$ cat src/rtl/branch_resolve_tracker.sv
// Write side of the branch prediction tables: in-order tracking of predicted
// branches, speculative/committed global history, table update/evict pipeline.
module branch_resolve_tracker #(
  parameter int PC_W   = 10,
  parameter int IDX_W  = 3,
  parameter int HIST_W = 3,
  parameter int DEPTH  = 4
) (
  input  logic                     clk,
  input  logic                     rst_n,
  input  logic                     pred_valid,
  input  logic [PC_W-1:0]          pred_pc,
  input  logic                     pred_taken,
  output logic                     pred_ready,
  output logic [HIST_W-1:0]        lookup_hist,
  input  logic                     res_valid,
  input  logic                     res_taken,
  input  logic                     flush,
  output logic                     mispredict,
  output logic                     evict,
  output logic [IDX_W-1:0]         evict_idx,
  output logic                     upd_we,
  output logic [PC_W-1:0]          upd_pc,
  output logic [HIST_W-1:0]        upd_hist,
  output logic                     upd_taken,
  output logic [$clog2(DEPTH):0]   inflight
);
  localparam int PTR_W = $clog2(DEPTH);
  localparam int CNT_W = PTR_W + 1;
  localparam int TAG_W = PC_W - IDX_W;
  localparam int TBL_N = 1 << IDX_W;

  logic [PC_W-1:0]   fifo_pc   [DEPTH];
  logic [HIST_W-1:0] fifo_hist [DEPTH];
  logic              fifo_pred [DEPTH];
  logic [TAG_W-1:0]  tag_mem   [TBL_N];
  logic [TBL_N-1:0]  tag_valid;

  logic [PTR_W-1:0]  rd_ptr, wr_ptr;
  logic [CNT_W-1:0]  count;
  logic [HIST_W-1:0] spec_hist, commit_hist, commit_next;

  logic              s1_valid;
  logic [PC_W-1:0]   s1_pc;
  logic [HIST_W-1:0] s1_hist;
  logic              s1_taken;

  logic              do_push, do_pop, mis_now, evict_now, clear_all;
  logic [PC_W-1:0]   head_pc;
  logic [HIST_W-1:0] head_hist;
  logic              head_pred;
  logic [IDX_W-1:0]  head_idx;
  logic [TAG_W-1:0]  head_tag;

  assign pred_ready  = (count != CNT_W'(DEPTH));
  assign lookup_hist = spec_hist;
  assign inflight    = count;

  assign head_pc   = fifo_pc[rd_ptr];
  assign head_hist = fifo_hist[rd_ptr];
  assign head_pred = fifo_pred[rd_ptr];
  assign head_idx  = head_pc[IDX_W-1:0];
  assign head_tag  = head_pc[PC_W-1:IDX_W];

  assign do_push     = pred_valid & pred_ready;
  assign do_pop      = res_valid & (count != '0);
  assign mis_now     = do_pop & (head_pred != res_taken);
  assign evict_now   = do_pop & tag_valid[head_idx] & (tag_mem[head_idx] != head_tag);
  assign clear_all   = flush | mis_now;
  assign commit_next = do_pop ? {commit_hist[HIST_W-2:0], res_taken} : commit_hist;

  // Payload storage needs no reset: occupancy and tag_valid gate every read.
  always_ff @(posedge clk) begin
    if (do_push) begin
      fifo_pc[wr_ptr]   <= pred_pc;
      fifo_hist[wr_ptr] <= spec_hist;
      fifo_pred[wr_ptr] <= pred_taken;
    end
    if (do_pop) tag_mem[head_idx] <= head_tag;
  end

  always_ff @(posedge clk or negedge rst_n) begin
    if (!rst_n) begin
      rd_ptr      <= '0;
      wr_ptr      <= '0;
      count       <= '0;
      spec_hist   <= '0;
      commit_hist <= '0;
      tag_valid   <= '0;
      mispredict  <= 1'b0;
      evict       <= 1'b0;
      evict_idx   <= '0;
      s1_valid    <= 1'b0;
      s1_pc       <= '0;
      s1_hist     <= '0;
      s1_taken    <= 1'b0;
      upd_we      <= 1'b0;
      upd_pc      <= '0;
      upd_hist    <= '0;
      upd_taken   <= 1'b0;
    end else begin
      commit_hist <= commit_next;
      // A flush or mispredict squashes the FIFO and any same-cycle push.
      if (clear_all) begin
        rd_ptr    <= '0;
        wr_ptr    <= '0;
        count     <= '0;
        spec_hist <= commit_next;
      end else begin
        if (do_pop)  rd_ptr <= rd_ptr + 1'b1;
        if (do_push) begin
          wr_ptr    <= wr_ptr + 1'b1;
          spec_hist <= {spec_hist[HIST_W-2:0], pred_taken};
        end
        count <= count + CNT_W'(do_push) - CNT_W'(do_pop);
      end

      mispredict <= mis_now;
      evict      <= evict_now;
      if (evict_now) evict_idx <= head_idx;
      if (do_pop) tag_valid[head_idx] <= 1'b1;

      // Eviction leaves one edge ahead of the matching table write.
      s1_valid <= do_pop;
      if (do_pop) begin
        s1_pc    <= head_pc;
        s1_hist  <= head_hist;
        s1_taken <= res_taken;
      end
      upd_we <= s1_valid;
      if (s1_valid) begin
        upd_pc    <= s1_pc;
        upd_hist  <= s1_hist;
        upd_taken <= s1_taken;
      end
    end
  end
endmodule

$ cat config.mk
export PLATFORM = sky130hd
export DESIGN_NAME = branch_resolve_tracker
export DESIGN_NICKNAME = d
export VERILOG_FILES = /design/src/rtl/branch_resolve_tracker.sv
export SDC_FILE = /design/constraint.sdc
export NUM_CORES = 1
export LEC_CHECK = 0
export BUFFER_PORTS_ARGS = -buffer_cell sky130_fd_sc_hd__buf_4
export CAP_MARGIN = 10
export CORE_UTILIZATION = 45
export CTS_BUF_LIST = sky130_fd_sc_hd__clkbuf_4 sky130_fd_sc_hd__clkbuf_8 sky130_fd_sc_hd__clkbuf_16
export DETAILED_ROUTE_END_ITERATION = 10
export PLACE_DENSITY = 0.64
export SLEW_MARGIN = 20
export SYNTH_ARGS = -nofsm -noshare
export SYNTH_HDL_FRONTEND = slang
export SYNTH_SLANG_ARGS = --single-unit
$ cat constraint.sdc
create_clock -name clk -period 2.4 [get_ports clk]
set_input_delay 0.24 -clock clk [delete_from_list [all_inputs] [get_ports clk]]
set_output_delay 0.24 -clock clk [all_outputs]
set_load 0.03 [all_outputs]
==> results.py, run 1 <==
metrics = {
    "run_status": {
        "status": "complete, but fails checks",
        "violations": "negative setup slack",
    },
    "worst_setup_path": {
        "critPathBufInv": 1,
        "rr_startpoint": "rd_ptr[0]",
        "reg2reg_setup_slack_ns": -0.39,
        "cp-start-kind": "flop",
        "crit_path_start": "rd_ptr[0]",
        "cp.arrival_ns": 3.10,
        "path_cells": "mux4_2, buf_12, mux2i_2, a22oi_2, and3_1, o22a_1, a41oi_4, mux2_4",
        "crit_fanout": 30,
        "worstPathRequired_ns": 2.71,
        "reg2reg_to": "evict_idx[0]",
        "critPathTopFamily": "multiplexers",
        "critical_path_class": "flop to flop",
        "r2r_cells": 8,
        "slowest_delay_ns": 0.56,
        "slowest_stage": "mux4_2",
        "end_kind": "flop",
        "cp_num_cells": 8,
    },
    "sta": {
        "finalSetupViolations": 4,
        "period_needed_ns": 2.788,
        "clock_skew_ns": 0.009586,
        "finalCritPeriodShare": 1.162,
        "slew_viol_final": 0,
        "rsz0062_at_grt": "true",
        "finalWorstSetupSlack_ns": -0.3882,
        "max-slew-margin-rel": 0.5288,
        "whs_ns": 0.01633,
        "hold_violations": 0,
        "max_clock_freq_ghz": 0.3587,
        "worst_slew_pin_slew_ns": 0.7068,
    },
    "clock_tree": {
        "cts_tree": "done",
        "clkSinkCount": 168,
        "cts-buffers-inserted": 17,
        "cts_root_buffer": "clkbuf_16",
        "clkLatencyLatePin_ns": 0.42,
        "clk_pin_slew_worst_paths_ns": 0.06,
        "htreeDepth": 4,
        "clockBufferDepth": 2,
    },
    "global_routing": {
        "grt_pass1_wl_um": 20020,
        "track_usage": 0.1830,
        "grt_pass1_vias": 3784,
        "overflow": 0,
        "grt_max_degree": 57,
        "antenna_found_initial": 0,
    },
    "finish": {
        "multi_input_area_um2": 1827,
        "fin_nets": 538,
        "final_common_cell": "edfxtp_1",
        "area_growth_pct": 23.57,
        "n_antenna_cell": 0,
        "layout_common_cells": "112 x edfxtp_1, 94 x buf_4, 54 x nand2_1",
        "drive_gt1_frac": 0.3624,
        "register_area_um2": 4770,
        "fillers": 1140,
        "final_area_um2": 8220,
    },
    "route": {
        "viasPerCell": 5.179,
        "route.detailed.drc": 0,
        "vias": 3682,
        "ant_nets": 0,
        "wirelength_um": 12670,
        "detail_route.wl_per_cell_um": 17.82,
        "dr.pass1.iters": 4,
        "drtIter0Drc": 180,
    },
    "floorplanning": {
        "die-area_um2": 15270,
        "die_x_um": 123.6,
        "initial_core_util": 0.4595,
        "chipHeight_um": 123.6,
        "fp-row-count": 44,
        "coreArea_um2": 14480,
        "io_pins": 44,
    },
    "power_and_ir_drop": {
        "p_int_uw": 7038,
        "sequentialPowerShare": 0.409,
        "p_per_area_nw_per_um2": 1266,
        "clkPwrFrac": 0.251,
        "combPwrFrac": 0.340,
        "switching_share": 0.3240,
        "p_leak_uw": 0.003321,
        "ir_drop_mv": 0.9054,
        "p_sw_uw": 3373,
    },
    "hold_path": {
        "hold_path_class": "primary input to flop",
        "min_to": "fifo_pc[2][7]",
        "hold_start": "pred_pc[7]",
        "hold_depth": 1,
    },
    "placed_design": {
        "routabilityCongestion": 0.8138,
        "post-place-ws_ns": -0.4810,
        "hpwl_um": 8860,
        "placed_cell_area_um2": 7503,
        "portBuffers": 43,
    },
    "yosys": {
        "synthTopCellsByArea": "edfxtp_1 51%, dfrtp_1 21%, mux2i_1 4.2%",
        "ys_seq_area_frac": 0.7162,
        "synth_nets": 436,
        "ys_types": 41,
        "syn_inst": 412,
        "synth_top_area_frac": 0.5055,
        "ys_seq_elements": 168,
        "syn-cell-area_um2": 6653,
        "synth_top_cell_by_area": "edfxtp_1",
        "ys_warn_count": 0,
        "avgSynthCellArea_um2": 16.15,
    },
    "flow_run": {
        "maxCapViolations": 0,
    },
}
-- metrics by stage --
step	TNS [ns]	std cells	power, uW	utilization
final	-1.218	711	10410	0.5678
after global routing	-1.555	711	10970	0.5678
after CTS	-1.249	705	10380	0.5608
after detailed placement	-1.580	669	7727	0.5182
after global placement	-1.123	669	7632	0.5182
after floorplan	-0.7547	412	6523	-
-- worst reg2reg max path: stages (launching register included) --
cell and delay, ns:
dfrtp_2 0.45, mux4_2 0.56, buf_12 0.21, mux2i_2 0.23, a22oi_2 0.11, and3_1 0.21
o22a_1 0.24, a41oi_4 0.33, mux2_4 0.33
-- what timing repair did --
action                     in CTS  in global routing
resized for setup               3                 13
hold endpoints to repair       57                  0
setup endpoints to repair       7                  8
pin swaps                       2                  7
hold buffers                    2                  0
setup buffers                   2                  7
-- synth_stat cells (all sizes together) --
cell and n:
mux2i 28, fa 1, edfxtp 112, and3 10
o22ai 2, mux4 14, mux2 21, a41oi 1
nor2 24, a211oi 1, buf 8, nor3 1
xnor2 4, xor2 2, a21oi 9, a221oi 2
dfrtp 56, inv 7, o31ai 1, a31oi 1
nor2b 1, and2b 1, o22a 3, clkbuf 10
and2 3, a22oi 12, ha 6, nand2b 4
or2 10, nand2 55, o21ai 2
-- layer usage --
metal	track usage	part of all wire
met3	0.05037	0.032
met5	0	0
met2	0.3132	0.53
met4	0.05873	0.013
met1	0.2244	0.43
-- final cells by class --
type / count / share of cell area
timing repair buffer: 101 / 0.09619
inverter: 7 / 0.003196
clock buffer: 17 / 0.05175
sequential: 168 / 0.5802
multi-input combinational: 219 / 0.2222
clock inverter: 15 / 0.01842
tap: 184 / 0.02801
-- cells by family (layout without fill, tap and decap cells) --
logic type	count (synthesis)	after routing	share of synthesized area
buf+inv	25	140	0.02125
compound gates	34	34	0.03762
mux	63	63	0.1285
flops	168	168	0.7162
xor+xnor	6	6	0.009030
fa+ha+maj	7	7	0.01429
simple gates	109	109	0.07316
-- registers in the layout, indices dropped and copies added, names as in the netlist --
register / count
upd_taken: 1
upd_hist: 3
tag_valid: 8
rd_ptr: 2
inflight: 3
s1_valid: 1
fifo_hist: 12
mispredict: 1
s1_hist: 3
fifo_pred: 4
upd_pc: 10
lookup_hist: 3
evict_idx: 3
commit_hist: 3
s1_taken: 1
evict: 1
upd_we: 1
tag_mem: 56
fifo_pc: 40
wr_ptr: 2
s1_pc: 10
-- power groups by stage --
stage	Sequential [uW]	Combinational [uW]	Clock [uW]
after floorplan	4590	1940	0
after global placement	4280	3350	0
after detailed placement	4300	3420	0
after CTS	4260	3460	2670
after global routing	4340	3850	2780
final	4250	3540	2620
-- worst max-delay path by stage --
stage,endpoint,slack (ns)
floorplan,evict_idx[0],-0.19
global placement,evict_idx[0],-0.36
detailed placement,evict_idx[2],-0.48
CTS,evict_idx[0],-0.40
global route,evict_idx[0],-0.47
finish,evict_idx[0],-0.39
Power figures use the tool's default switching activity.
==> inputs of run 2 (changes only) <==
==> constraint.sdc (replaced) <==
create_clock -name clk -period 2.4 [get_ports clk]
set_input_delay 0.36 -clock clk [delete_from_list [all_inputs] [get_ports clk]]
set_output_delay 0.36 -clock clk [all_outputs]
set_load 0.03 [all_outputs]
==> run 2 against run 1 <==
First-iteration DRC count grew 26%. The flow finishes with violations (negative hold slack, negative setup slack). Critical path type unchanged. Sequential power is essentially flat. Count of clock-buffer cells in the layout grew 1. Wire length shrank 1.1%. Critical path depth is the same. Global-route usage shrank 0.19 points. Highest routed layer unchanged. Largest power group unchanged. Critical endpoint unchanged. Hold slack lost 0.020 ns.
==> results.py, run 2 (synthesis results as in run 1) <==
metrics = {
    "run_status": {
        "status": "complete, but fails checks",
        "violations": "negative hold slack, negative setup slack",
    },
    "sta": {
        "hold_violations": 2,
        "finalWorstSetupSlack_ns": -0.3205,
        "finalSetupViolations": 4,
        "max-slew-margin-rel": 0.5161,
        "clock_skew_ns": 0.01112,
        "worst_slew_pin_slew_ns": 0.7258,
        "finalCritPeriodShare": 1.134,
        "rsz0062_at_grt": "true",
        "whs_ns": -0.003709,
        "max_clock_freq_ghz": 0.3676,
        "period_needed_ns": 2.721,
        "slew_viol_final": 0,
    },
    "global_routing": {
        "track_usage": 0.1811,
        "grt_max_degree": 57,
        "antenna_found_initial": 0,
        "grt_pass1_vias": 3761,
        "overflow": 0,
        "grt_pass1_wl_um": 19630,
    },
    "worst_setup_path": {
        "reg2reg_to": "evict_idx[0]",
        "critPathTopFamily": "multiplexers",
        "end_kind": "flop",
        "critical_path_class": "flop to flop",
        "cp_num_cells": 8,
        "critPathBufInv": 1,
        "reg2reg_setup_slack_ns": -0.32,
        "cp-start-kind": "flop",
        "rr_startpoint": "rd_ptr[0]",
        "slowest_delay_ns": 0.54,
        "path_cells": "mux4_2, buf_12, mux2i_1, a22oi_1, and3_1, o22a_1, a41oi_4, mux2_4",
        "r2r_cells": 8,
        "cp.arrival_ns": 3.02,
        "worstPathRequired_ns": 2.70,
        "crit_fanout": 30,
        "slowest_stage": "mux4_2",
    },
    "finish": {
        "final_area_um2": 8115,
        "n_antenna_cell": 0,
        "largest_reg_flops": 56,
        "drive_gt1_frac": 0.3558,
        "postLayoutCoreUtil": 0.5605,
        "regMostFlops": "tag_mem",
        "reg.largest.list": "tag_mem: 56 flops, fifo_pc: 40 flops, fifo_hist: 12 flops",
        "final_common_cell": "edfxtp_1",
        "fin_nets": 531,
        "fillers": 1172,
        "layout_common_cells": "112 x edfxtp_1, 92 x buf_4, 54 x nand2_1",
        "area_growth_pct": 21.99,
    },
    "route": {
        "wl_met2_um": 6620,
        "ant_nets": 0,
        "dr.pass1.iters": 5,
        "met1Wirelength_um": 5256,
        "vias": 3643,
        "drtIter0Drc": 226,
        "detail_route.wl_per_cell_um": 17.80,
        "viasPerCell": 5.175,
        "met3WireLength_um": 424,
        "top_layer": "met4",
        "route.detailed.drc": 0,
        "wirelength_um": 12530,
    },
    "clock_tree": {
        "htreeDepth": 4,
        "cts-buffers-inserted": 17,
        "cts_tree": "done",
        "clkLatencyLatePin_ns": 0.43,
        "cts_root_buffer": "clkbuf_16",
        "clockBufferDepth": 2,
        "ctsHoldBuffers": 0,
        "clk_pin_slew_worst_paths_ns": 0.06,
        "clkSinkCount": 168,
    },
    "placed_design": {
        "portBuffers": 43,
        "hpwl_um": 8760,
        "routabilityCongestion": 0.8152,
        "placed_cell_area_um2": 7503,
    },
    "floorplanning": {
        "die_x_um": 123.6,
        "chipHeight_um": 123.6,
        "coreArea_um2": 14480,
        "fp-row-count": 44,
        "die-area_um2": 15270,
        "io_pins": 44,
        "initial_core_util": 0.4595,
    },
    "power_and_ir_drop": {
        "p_leak_uw": 0.003263,
        "p_total_uw": 10240,
        "ir_drop_mv": 0.8467,
        "p_per_area_nw_per_um2": 1262,
    },
    "hold_path": {
        "hold_path_class": "primary input to async pin",
    },
    "flow_run": {
        "maxCapViolations": 0,
    },
}
## run 2: changes by cell type in the layout (fill, tap and decap cells not counted), sizes merged
cell | previous run | this run
buf | 99 | 94
bufinv | 2 | 1
clkbuf | 17 | 18
dlygate4sd3 | 2 | 0
clkinv | 8 | 5
inv | 10 | 12
clkinvlp | 2 | 3
## run 2: how the worst max path moves through the flow
stage,from,end,slack [ns]
final,rd_ptr[0],evict_idx[0],-0.32
after global routing,rd_ptr[0],evict_idx[2],-0.43
after CTS,rd_ptr[0],evict_idx[0],-0.36
after detailed placement,rd_ptr[0],evict_idx[2],-0.47
after global placement,rd_ptr[0],evict_idx[0],-0.36
after floorplan,rd_ptr[0],evict_idx[0],-0.19
## run 2: per-layer routing
metal,vias to the layer above,track usage
li1,1711,-
met1,1848,0.2142
met2,66,0.3101
met3,18,0.04579
met4,0,0.08358
met5,-,0
## run 2: cell type report
| type | instances | area, um^2 | share of cell area |
|---|---|---|---|
| timing repair buffer | 94 | 721.9 | 0.08896 |
| clock inverter | 14 | 122.6 | 0.01511 |
| inverter | 7 | 26.28 | 0.003238 |
| tap | 184 | 230.2 | 0.02837 |
| multi-input combinational | 219 | 1812 | 0.2233 |
| sequential | 168 | 4770 | 0.5877 |
| clock buffer | 18 | 432.9 | 0.05335 |
## run 2: stage by stage
| step | setup WS, ns | std cells | hold WS [ns] | TNS (ns) |
|---|---|---|---|---|
| floorplan | -0.1939 | 412 | 0.06441 | -0.7547 |
| global placement | -0.3615 | 669 | 0.4501 | -1.119 |
| detailed placement | -0.4654 | 669 | 0.4526 | -1.491 |
| CTS | -0.3647 | 705 | 0.004915 | -1.226 |
| global route | -0.4255 | 704 | 0.04724 | -1.495 |
| finish | -0.3205 | 704 | -0.003709 | -1.053 |
## run 2: power breakdown
part / switching (uW) / internal, uW / total, uW / leakage (uW)
Clock: 1110 / 1440 / 2550 / 0.000266
Sequential: 357 / 3890 / 4250 / 0.00170
Combinational: 1880 / 1550 / 3440 / 0.00129
## run 2: repair_timing
item	CTS	global route
endpoints found under the setup margin	4	7
resized for setup	5	5
buffers inserted	4	0
pin swaps	2	2
